<file path="src/rtl/wordline_ctrl_if.sv">
// wordline_ctrl_if: request/response bundle for the word-line driver.
//   master modport : requester side (drives req/we/addr, observes status)
//   slave  modport : wordline_ctrl side
//   req, we, addr  : access request, write flag, row address
//   ready, pre, wl, we_out, sense_en, done, err : registered block outputs
interface wordline_ctrl_if #(
  parameter int ADDR_W = 3
);
  localparam int N = 2**ADDR_W;

  logic              req;
  logic              we;
  logic [ADDR_W-1:0] addr;
  logic              ready;
  logic              pre;
  logic [N-1:0]      wl;
  logic              we_out;
  logic              sense_en;
  logic              done;
  logic              err;

  modport master (
    output req, we, addr,
    input  ready, pre, wl, we_out, sense_en, done, err
  );

  modport slave (
    input  req, we, addr,
    output ready, pre, wl, we_out, sense_en, done, err
  );
endinterface

</file>
<file path="src/rtl/wordline_ctrl.sv">
// wordline_ctrl: sequential 1-of-2**ADDR_W word-line driver.
// Runs precharge -> word-line assert -> recover for each accepted request and
// drives a registered one-hot word-line vector.
// Ports:
//   clk   : clock, rising edge
//   rst_n : asynchronous active-low reset
//   bus   : wordline_ctrl_if.slave (req/we/addr in; ready/pre/wl/we_out/
//           sense_en/done/err out). All outputs are direct flop outputs.
// Optional feature macro: WL_ONEHOT_CHECK_EN -- enables the sticky one-hot
// checker on wl (err output + simulation assertion). Undefined: err tied 0.
module wordline_ctrl #(
  parameter int ADDR_W     = 3,
  parameter int PRE_CYCLES = 1,
  parameter int WL_CYCLES  = 2
) (
  input  logic            clk,
  input  logic            rst_n,
  wordline_ctrl_if.slave  bus
);
  localparam int N     = 2**ADDR_W;
  localparam int CMAX  = (PRE_CYCLES > WL_CYCLES) ? PRE_CYCLES : WL_CYCLES;
  localparam int CNT_W = (CMAX > 1) ? $clog2(CMAX) : 1;

  generate
    if (PRE_CYCLES < 1 || WL_CYCLES < 1) begin : g_param_chk
      $fatal(1, "wordline_ctrl: PRE_CYCLES and WL_CYCLES must be >= 1");
    end
  endgenerate

  typedef enum logic [1:0] {IDLE, PRE, ACT, REC} state_t;

  state_t             r_state, w_state_n;
  logic [CNT_W-1:0]   r_cnt,   w_cnt_n;
  logic [ADDR_W-1:0]  r_addr,  w_addr_n;
  logic               r_we,    w_we_n;

  logic               r_ready, w_ready_n;
  logic               r_pre,   w_pre_n;
  logic [N-1:0]       r_wl,    w_wl_n;
  logic               r_we_out, w_we_out_n;
  logic               r_sense, w_sense_n;
  logic               r_done,  w_done_n;

  // State register plus output flops; outputs are precomputed from the next
  // state so they line up with the state they describe.
  always_ff @(posedge clk or negedge rst_n) begin
    if (!rst_n) begin
      r_state  <= IDLE;
      r_cnt    <= '0;
      r_addr   <= '0;
      r_we     <= 1'b0;
      r_ready  <= 1'b1;
      r_pre    <= 1'b0;
      r_wl     <= '0;
      r_we_out <= 1'b0;
      r_sense  <= 1'b0;
      r_done   <= 1'b0;
    end else begin
      r_state  <= w_state_n;
      r_cnt    <= w_cnt_n;
      r_addr   <= w_addr_n;
      r_we     <= w_we_n;
      r_ready  <= w_ready_n;
      r_pre    <= w_pre_n;
      r_wl     <= w_wl_n;
      r_we_out <= w_we_out_n;
      r_sense  <= w_sense_n;
      r_done   <= w_done_n;
    end
  end

  always_comb begin
    w_state_n = r_state;
    w_cnt_n   = r_cnt;
    w_addr_n  = r_addr;
    w_we_n    = r_we;
    unique case (r_state)
      IDLE: if (bus.req) begin
        w_addr_n  = bus.addr;
        w_we_n    = bus.we;
        w_cnt_n   = CNT_W'(PRE_CYCLES - 1);
        w_state_n = PRE;
      end
      PRE: if (r_cnt == '0) begin
        w_cnt_n   = CNT_W'(WL_CYCLES - 1);
        w_state_n = ACT;
      end else begin
        w_cnt_n   = r_cnt - 1'b1;
      end
      ACT: if (r_cnt == '0) begin
        w_state_n = REC;
      end else begin
        w_cnt_n   = r_cnt - 1'b1;
      end
      REC:     w_state_n = IDLE;
      default: w_state_n = IDLE;
    endcase

    w_ready_n  = (w_state_n == IDLE);
    w_pre_n    = (w_state_n == PRE);
    w_wl_n     = '0;
    if (w_state_n == ACT) w_wl_n[w_addr_n] = 1'b1;
    w_we_out_n = (w_state_n == ACT) && w_we_n;
    // Read strobe only in the last ACT cycle, when the cell has settled.
    w_sense_n  = (w_state_n == ACT) && !w_we_n && (w_cnt_n == '0);
    w_done_n   = (w_state_n == REC);
  end

  assign bus.ready    = r_ready;
  assign bus.pre      = r_pre;
  assign bus.wl       = r_wl;
  assign bus.we_out   = r_we_out;
  assign bus.sense_en = r_sense;
  assign bus.done     = r_done;

`ifdef WL_ONEHOT_CHECK_EN
  logic r_err;
  logic w_viol;

  // Any multi-hot wl, or a word line raised outside ACT, is a violation.
  assign w_viol = ($countones(r_wl) > 1) || ((r_wl != '0) && (r_state != ACT));

  always_ff @(posedge clk or negedge rst_n) begin
    if (!rst_n) r_err <= 1'b0;
    else        r_err <= r_err | w_viol;
  end

  assign bus.err = r_err;

  a_wl_onehot: assert property (@(posedge clk) disable iff (!rst_n) !w_viol)
    else $error("wordline_ctrl: wl one-hot violation");
`else
  assign bus.err = 1'b0;
`endif

endmodule

</file>
<file path="src/flat_wrapper.sv">
// flat-port wrapper written by rule: the top's interface ports become plain ports
module wordline_ctrl_flat 
#(
  parameter int ADDR_W     = 3,
  parameter int PRE_CYCLES = 1,
  parameter int WL_CYCLES  = 2
)
  (clk, rst_n, bus_req, bus_we, bus_addr, bus_ready, bus_pre, bus_wl, bus_we_out, bus_sense_en, bus_done, bus_err);
  wordline_ctrl_if #(.ADDR_W(ADDR_W)) bus_i ();
  input  logic clk;
  input  logic rst_n;
  input wire logic [$bits(bus_i.req)-1:0] bus_req;
  input wire logic [$bits(bus_i.we)-1:0] bus_we;
  input wire logic [$bits(bus_i.addr)-1:0] bus_addr;
  output wire logic [$bits(bus_i.ready)-1:0] bus_ready;
  output wire logic [$bits(bus_i.pre)-1:0] bus_pre;
  output wire logic [$bits(bus_i.wl)-1:0] bus_wl;
  output wire logic [$bits(bus_i.we_out)-1:0] bus_we_out;
  output wire logic [$bits(bus_i.sense_en)-1:0] bus_sense_en;
  output wire logic [$bits(bus_i.done)-1:0] bus_done;
  output wire logic [$bits(bus_i.err)-1:0] bus_err;
  assign bus_i.req = bus_req;
  assign bus_i.we = bus_we;
  assign bus_i.addr = bus_addr;
  assign bus_ready = bus_i.ready;
  assign bus_pre = bus_i.pre;
  assign bus_wl = bus_i.wl;
  assign bus_we_out = bus_i.we_out;
  assign bus_sense_en = bus_i.sense_en;
  assign bus_done = bus_i.done;
  assign bus_err = bus_i.err;
  wordline_ctrl #(.ADDR_W(ADDR_W), .PRE_CYCLES(PRE_CYCLES), .WL_CYCLES(WL_CYCLES)) u_core (.clk(clk), .rst_n(rst_n), .bus(bus_i));
endmodule
</file>
<file path="config.mk">
export PLATFORM = sky130hd
export DESIGN_NAME = wordline_ctrl_flat
export DESIGN_NICKNAME = d
export VERILOG_FILES = /design/src/rtl/wordline_ctrl_if.sv /design/src/rtl/wordline_ctrl.sv /design/src/flat_wrapper.sv
export SDC_FILE = /design/constraint.sdc
export NUM_CORES = 1
export LEC_CHECK = 0
export CORE_AREA = 8 8 89 51
export DETAILED_ROUTE_END_ITERATION = 12
export DIE_AREA = 0 0 97 59
export PLACE_DENSITY = 0.52
export REMOVE_ABC_BUFFERS = 1
export SLEW_MARGIN = 20
export SYNTH_ARGS = -nofsm -noshare
export SYNTH_HDL_FRONTEND = slang
export SYNTH_SLANG_ARGS = --single-unit
export TNS_END_PERCENT = 10
</file>
<file path="constraint.sdc">
create_clock -name clk -period 2.8 [get_ports clk]
set_input_delay 0.7 -clock clk [delete_from_list [all_inputs] [get_ports clk]]
set_output_delay 0.7 -clock clk [all_outputs]
set_load 0.005 [all_outputs]
</file>
## Yosys cells after proc, flatten, opt, wreduce, memory -nomap -nowiden

Index checks and enable logic that the tools add are counted.

- Register bits after elaboration: 20
- Input bits: 7

- $add $sub $neg: 1
- Order comparisons: 2
- Equal/unequal tests: 6
- Multiplexer cells: 15
- Bitwise operators: 1
- Reduce and logical (&&, ||, !) cells: 7

Operators with widths:

| kind | number |
|---|---|
| $eq 2x2->1 const B | 4 |
| $mux 8 | 1 |
| $pmux 2 s4 | 1 |
| $mux 1 | 6 |
| $mux 2 | 3 |
| $mux 3 | 2 |
| $eq 2x1->1 const B | 2 |
| $logic_and 1x1->1 | 4 |
| $logic_not 2->1 | 2 |
| $lt 3x4->1 const B | 1 |
| $demux 1 s3 | 1 |
| $ge 3x1->1 const B | 1 |
| $pmux 1 s3 | 1 |
| $logic_not 1->1 | 1 |
| $not 1->1 | 1 |
| $sub 1x1->1 const B | 1 |

## Longest topological paths before layout

- Depth after elaboration: 7
- Gate-level depth with buffers: 5

## Worst setup path after synthesis

Ideal clock, no wire load.

- Path kind: in2reg
- From: input port bus_req
- To: register u_core.r_wl[7], in the netlist u_core.bus.wl[7]
- Data arrival time: 1.398 ns
- Required time: 2.731 ns
- Slack: 1.333 ns
- Stages: 4
- Buffers on the path: 1
- Cells stage by stage: nor3b_2 > buf_6 > mux2_4 > nor2_2

- Cells in the longest elaborated chain, start to end: 7
- Elaborated cells between the ends (all ways): 11

Ends and longest elaborated chain:

| item | RTL line | source |
|---|---|---|
| from (decl) | flat_wrapper.sv:12 | `input wire logic [$bits(bus_i.req)-1:0] bus_req;` |
| $mux 3 | wordline_ctrl.sv:78 | `IDLE: if (bus.req) begin` |
| $mux 3 | wordline_ctrl.sv:77 | `unique case (r_state)` |
| $lt 3x4->1 (implied by the code) or $ge 3x1->1 (tied branches) | wordline_ctrl.sv:102 | `if (w_state_n == ACT) w_wl_n[w_addr_n] = 1'b1;` |
| $logic_and 1x1->1 (implied by the code) | wordline_ctrl.sv:102 |  |
| $mux 1 (implied by the code) | wordline_ctrl.sv:102 |  |
| $demux 1 s3 | n/a |  |
| $mux 8 (*) | wordline_ctrl.sv:102 |  |
| named net u_core.w_wl_n[7] | wordline_ctrl.sv:39 | `logic [N-1:0] r_wl, w_wl_n;` |
| to (signal assigned) | wordline_ctrl.sv:65 | `r_wl <= w_wl_n;` |
| to (decl) | wordline_ctrl.sv:39 |  |

Mark *: on every way through the listed nets, which the timed path passes. The rest lies on a longest branch.

## Final worst setup path

- From: register u_core.r_ready, in the netlist u_core.bus.ready
- To: output port bus_ready

RTL lines:

| item | RTL line | source |
|---|---|---|
| from (decl) | wordline_ctrl.sv:37 | `logic r_ready, w_ready_n;` |
| from (signal assigned) | wordline_ctrl.sv:63 | `r_ready <= w_ready_n;` |
| to (decl) | flat_wrapper.sv:15 | `output wire logic [$bits(bus_i.ready)-1:0] bus_ready;` |

No word-level cell between the ends.

==> impl_summary.log <==
INFO  metric hold_buf_count_cts = 0
INFO  metric yosys.cell_types.count = 25
INFO  metric min_period = between 1.5 and 2 ns
INFO  metric cts.htree.levels = 1
INFO  metric cts_made_buffers = 3
INFO  metric timing.critical_path.arrival = ~1.3 ns
INFO  metric vdd.ir_drop.worst = 0.3044 mV
INFO  metric cts-root-buf = sky130_fd_sc_hd__clkbuf_8
INFO  metric worst-path-max-fanout = 1
INFO  metric worstSetupPathType = reg2out
INFO  metric synth_largest_area_cell = sky130_fd_sc_hd__dfrtp_1
INFO  metric tns = 0 ns
INFO  metric reg2reg_setup_slack = 1.38 ns
INFO  metric worst_path_max_delay_cell = sky130_fd_sc_hd__dfstp_2
INFO  metric wire_per_inst = approximately 12 um
INFO  metric clock-sinks = 20
INFO  metric timing.fmax = between 0.5 and 0.6 GHz
INFO  metric grt_pass1_vias = around 530
INFO  metric grt_pass1_wl = about 2.8 mm
INFO  metric via_per_inst = slightly above 4
INFO  metric first_drt_iteration_drcs = 19
INFO  metric highest_cell_delay_on_the_worst_timing_path = ~0.52 ns
INFO  metric critical_path_buf_inv_count = 1
INFO  metric power_density = approximately 1000 nW/um2
INFO  metric timing.clock.skew = 0.0005601 ns
INFO  metric drt_drc_violations_left = 0
INFO  metric ctsLongestPathBuffers = 2
INFO  metric crit-reg2reg-launch = u_core.r_state[1]
INFO  metric crit_path_start = u_core.bus.ready
INFO  metric multi_input_comb_area = roughly 310 um2
INFO  metric route.final.wire_length = between 1.5 and 2 mm
INFO  metric gr_util_all_layers = 0.06321
INFO  metric nFillCells = 318
INFO  metric antenna_found_initial = 0
INFO  metric drv_cap = 0
INFO  metric register_area = between 500 and 600 um2
INFO  metric min-delay-path-class = reg2reg
INFO  metric crit_path_start_kind = flip-flop
INFO  metric placed_cells = 128
INFO  metric number_of_storage_elements_in_the_synthesis_netlist = 20
INFO  metric cts.reportedPaths.clkPinSlew = approximately 0.07 ns
INFO  metric design.core.area = about 3300 um2
INFO  metric num_antenna_cells = 0
INFO  metric worst_path_dominant_cell_family = flip-flops
INFO  metric yosysTopAreaCellShare = 0.5596
INFO  metric unrepaired_setup_endpoints_after_global_routing = false
INFO  metric site_rows = 15
INFO  metric p_total = about 1.2 mW
INFO  metric worst_hold_startpoint = u_core.r_we
INFO  metric final_hold_viol_count = 0
INFO  metric place.detailed.hpwl = ~1.3 mm
INFO  metric nNetsFinal = 98
INFO  metric die-height = 59 um
INFO  metric initial_core_util = 0.2587
INFO  metric vias = approximately 530
INFO  metric die_area = 5723 um2
INFO  metric final_layout_size_suffix_gt1_frac = 0.1778
INFO  metric timing.final.max_slew_violations = 0
INFO  metric area.growth.synth_to_final = 33.73%
INFO  metric post_synthesis_mean_instance_area = about 12 um2
INFO  metric pin_count_of_the_biggest_net_entering_global_routing = 21
INFO  metric cts_tree = done
INFO  metric crit_path_cell_trace = clkdlybuf4s50_1
INFO  metric post_layout_nonfiller_instances = between 100 and 150
INFO  metric post_synth_main_area_contributors = sky130_fd_sc_hd__dfrtp_1 (56%), sky130_fd_sc_hd__nor2_1 (5.7%), sky130_fd_sc_hd__mux2_2 (5.3%)
INFO  metric die_w = ~97 um
INFO  metric detailedRoute.firstPassIterationCount = 4
INFO  metric ant_nets = 0
INFO  metric finalCritPeriodShare = 0.6983
INFO  metric cts_repair_resizes = 0
INFO  metric io_buffers = 19
INFO  metric synth_cells = 70
INFO  metric clock_latency_reported_for_the_late_side_of_the_worst_skew_pair = approximately 0.25 ns
INFO  metric run_status = finished, final reports clean
INFO  metric synth_sequential_area_ratio = 0.5906
INFO  metric globalplace.congestion = 0.7491
INFO  metric leakage = 0.4869 nW
INFO  metric grt_remaining_overflow = 0
INFO  metric netlist_area = 849.6 um2
INFO  metric postCtsSetupRepairBufs = 0
INFO  metric timing.critical_path.to_type = output pin
INFO  metric number_of_top_level_design_ports = 21
INFO  metric crit_required = around 2.1 ns
INFO  metric finalSetupViolCount = 0
INFO  metric synth-warning-count = 0
[power by group]
part           leakage [nW]  switching [mW]  total (mW)  internal (mW)
Clock                0.0357          0.0921       0.283          0.191
Combinational         0.193           0.158       0.387          0.229
Sequential            0.259          0.0937       0.488          0.394
[cells in the final DEF, fill, tap and decap left out]
master / n
sky130_fd_sc_hd__o21ai_1: 1
sky130_fd_sc_hd__o311a_1: 1
sky130_fd_sc_hd__dfrtp_1: 19
sky130_fd_sc_hd__dfstp_2: 1
sky130_fd_sc_hd__nor2b_1: 4
sky130_fd_sc_hd__nor2_2: 1
sky130_fd_sc_hd__o21bai_1: 1
sky130_fd_sc_hd__nand2b_1: 2
sky130_fd_sc_hd__conb_1: 1
sky130_fd_sc_hd__nor3b_2: 2
sky130_fd_sc_hd__nor3b_1: 1
sky130_fd_sc_hd__clkbuf_8: 3
sky130_fd_sc_hd__mux2_4: 1
sky130_fd_sc_hd__clkdlybuf4s50_1: 19
sky130_fd_sc_hd__o21ai_0: 1
sky130_fd_sc_hd__buf_4: 2
sky130_fd_sc_hd__mux2_2: 4
sky130_fd_sc_hd__nand3_1: 1
sky130_fd_sc_hd__mux2i_1: 4
sky130_fd_sc_hd__a21boi_0: 1
sky130_fd_sc_hd__nand2_1: 3
sky130_fd_sc_hd__o21ai_2: 1
sky130_fd_sc_hd__and3b_1: 1
sky130_fd_sc_hd__o21a_1: 1
sky130_fd_sc_hd__bufinv_16: 1
sky130_fd_sc_hd__nor2_1: 13
[synthesized netlist by cell type, drive strengths merged]
cell    count
mux2        5
mux2i       4
o311a       1
and3b       1
o21bai      1
nand2b      2
nor3b       3
nand3       1
dfrtp      19
nor2       14
nand2       3
o21ai       3
dfstp       1
conb        1
clkbuf      1
buf         4
a21boi      1
nor2b       4
o21a        1
[metrics by stage]
stage	instance area, um2	worst slack, ns	utilization	hold WS, ns
2_1_floorplan	807.0	1.115	-	0.4044
3_3_place_gp	1065	0.7143	0.3242	0.4663
3_5_place_dp	1065	0.6781	0.3242	0.4494
4_1_cts	1136	0.8273	0.3459	0.4658
5_1_grt	1136	0.7956	0.3459	0.5004
6_report	1136	0.8446	0.3459	0.4566
[flip-flops by register name, summed over array words and instances, names as in the netlist]
register	cells
u_core.r_we	1
u_core.r_cnt	1
u_core.bus.pre	1
u_core.bus.wl	8
u_core.r_state	2
u_core.r_addr	3
u_core.bus.done	1
u_core.bus.we_out	1
u_core.bus.ready	1
u_core.bus.sense_en	1
[final cells by class]
cell class                      count  area share
Clock buffer                        3     0.03634
Clock inverter                      1     0.02643
Multi-Input combinational cell     45      0.2687
Sequential cell                    20      0.4416
Tap cell                           42     0.04626
Timing Repair Buffer               21      0.1806
[layer usage]
metal | global-route usage | up-vias | share of wire
li1 | - | 268 | -
met1 | 0.09190 | 240 | 0.56
met2 | 0.06609 | 23 | 0.31
met3 | 0.04889 | 0 | 0.13
met4 | 0.006508 | 0 | 0
met5 | 0 | - | 0
[logic make-up (layout without fill, tap and decap cells)]
| logic type | Yosys count | in the layout | synth area share |
|---|---|---|---|
| AOI/OAI and AO/OA | 7 | 7 | 0.06038 |
| buffers and inverters | 5 | 25 | 0.05006 |
| DFF | 20 | 20 | 0.5906 |
| muxes | 9 | 9 | 0.1178 |
| other | 1 | 1 | 0.004414 |
| and+or+nand+nor | 28 | 28 | 0.1767 |
[worst paths after layout]
check,endpoint,cells past startpoint
worst max-delay path,bus_ready,1
worst min-delay path,u_core.bus.sense_en,1
worst max register to register,u_core.bus.wl[6],4
worst min register to register,u_core.bus.sense_en,1
max in group asynchronous,u_core.bus.ready,2
min in group asynchronous,u_core.bus.sense_en,2
No activity file was read; power rests on OpenSTA's default activity.
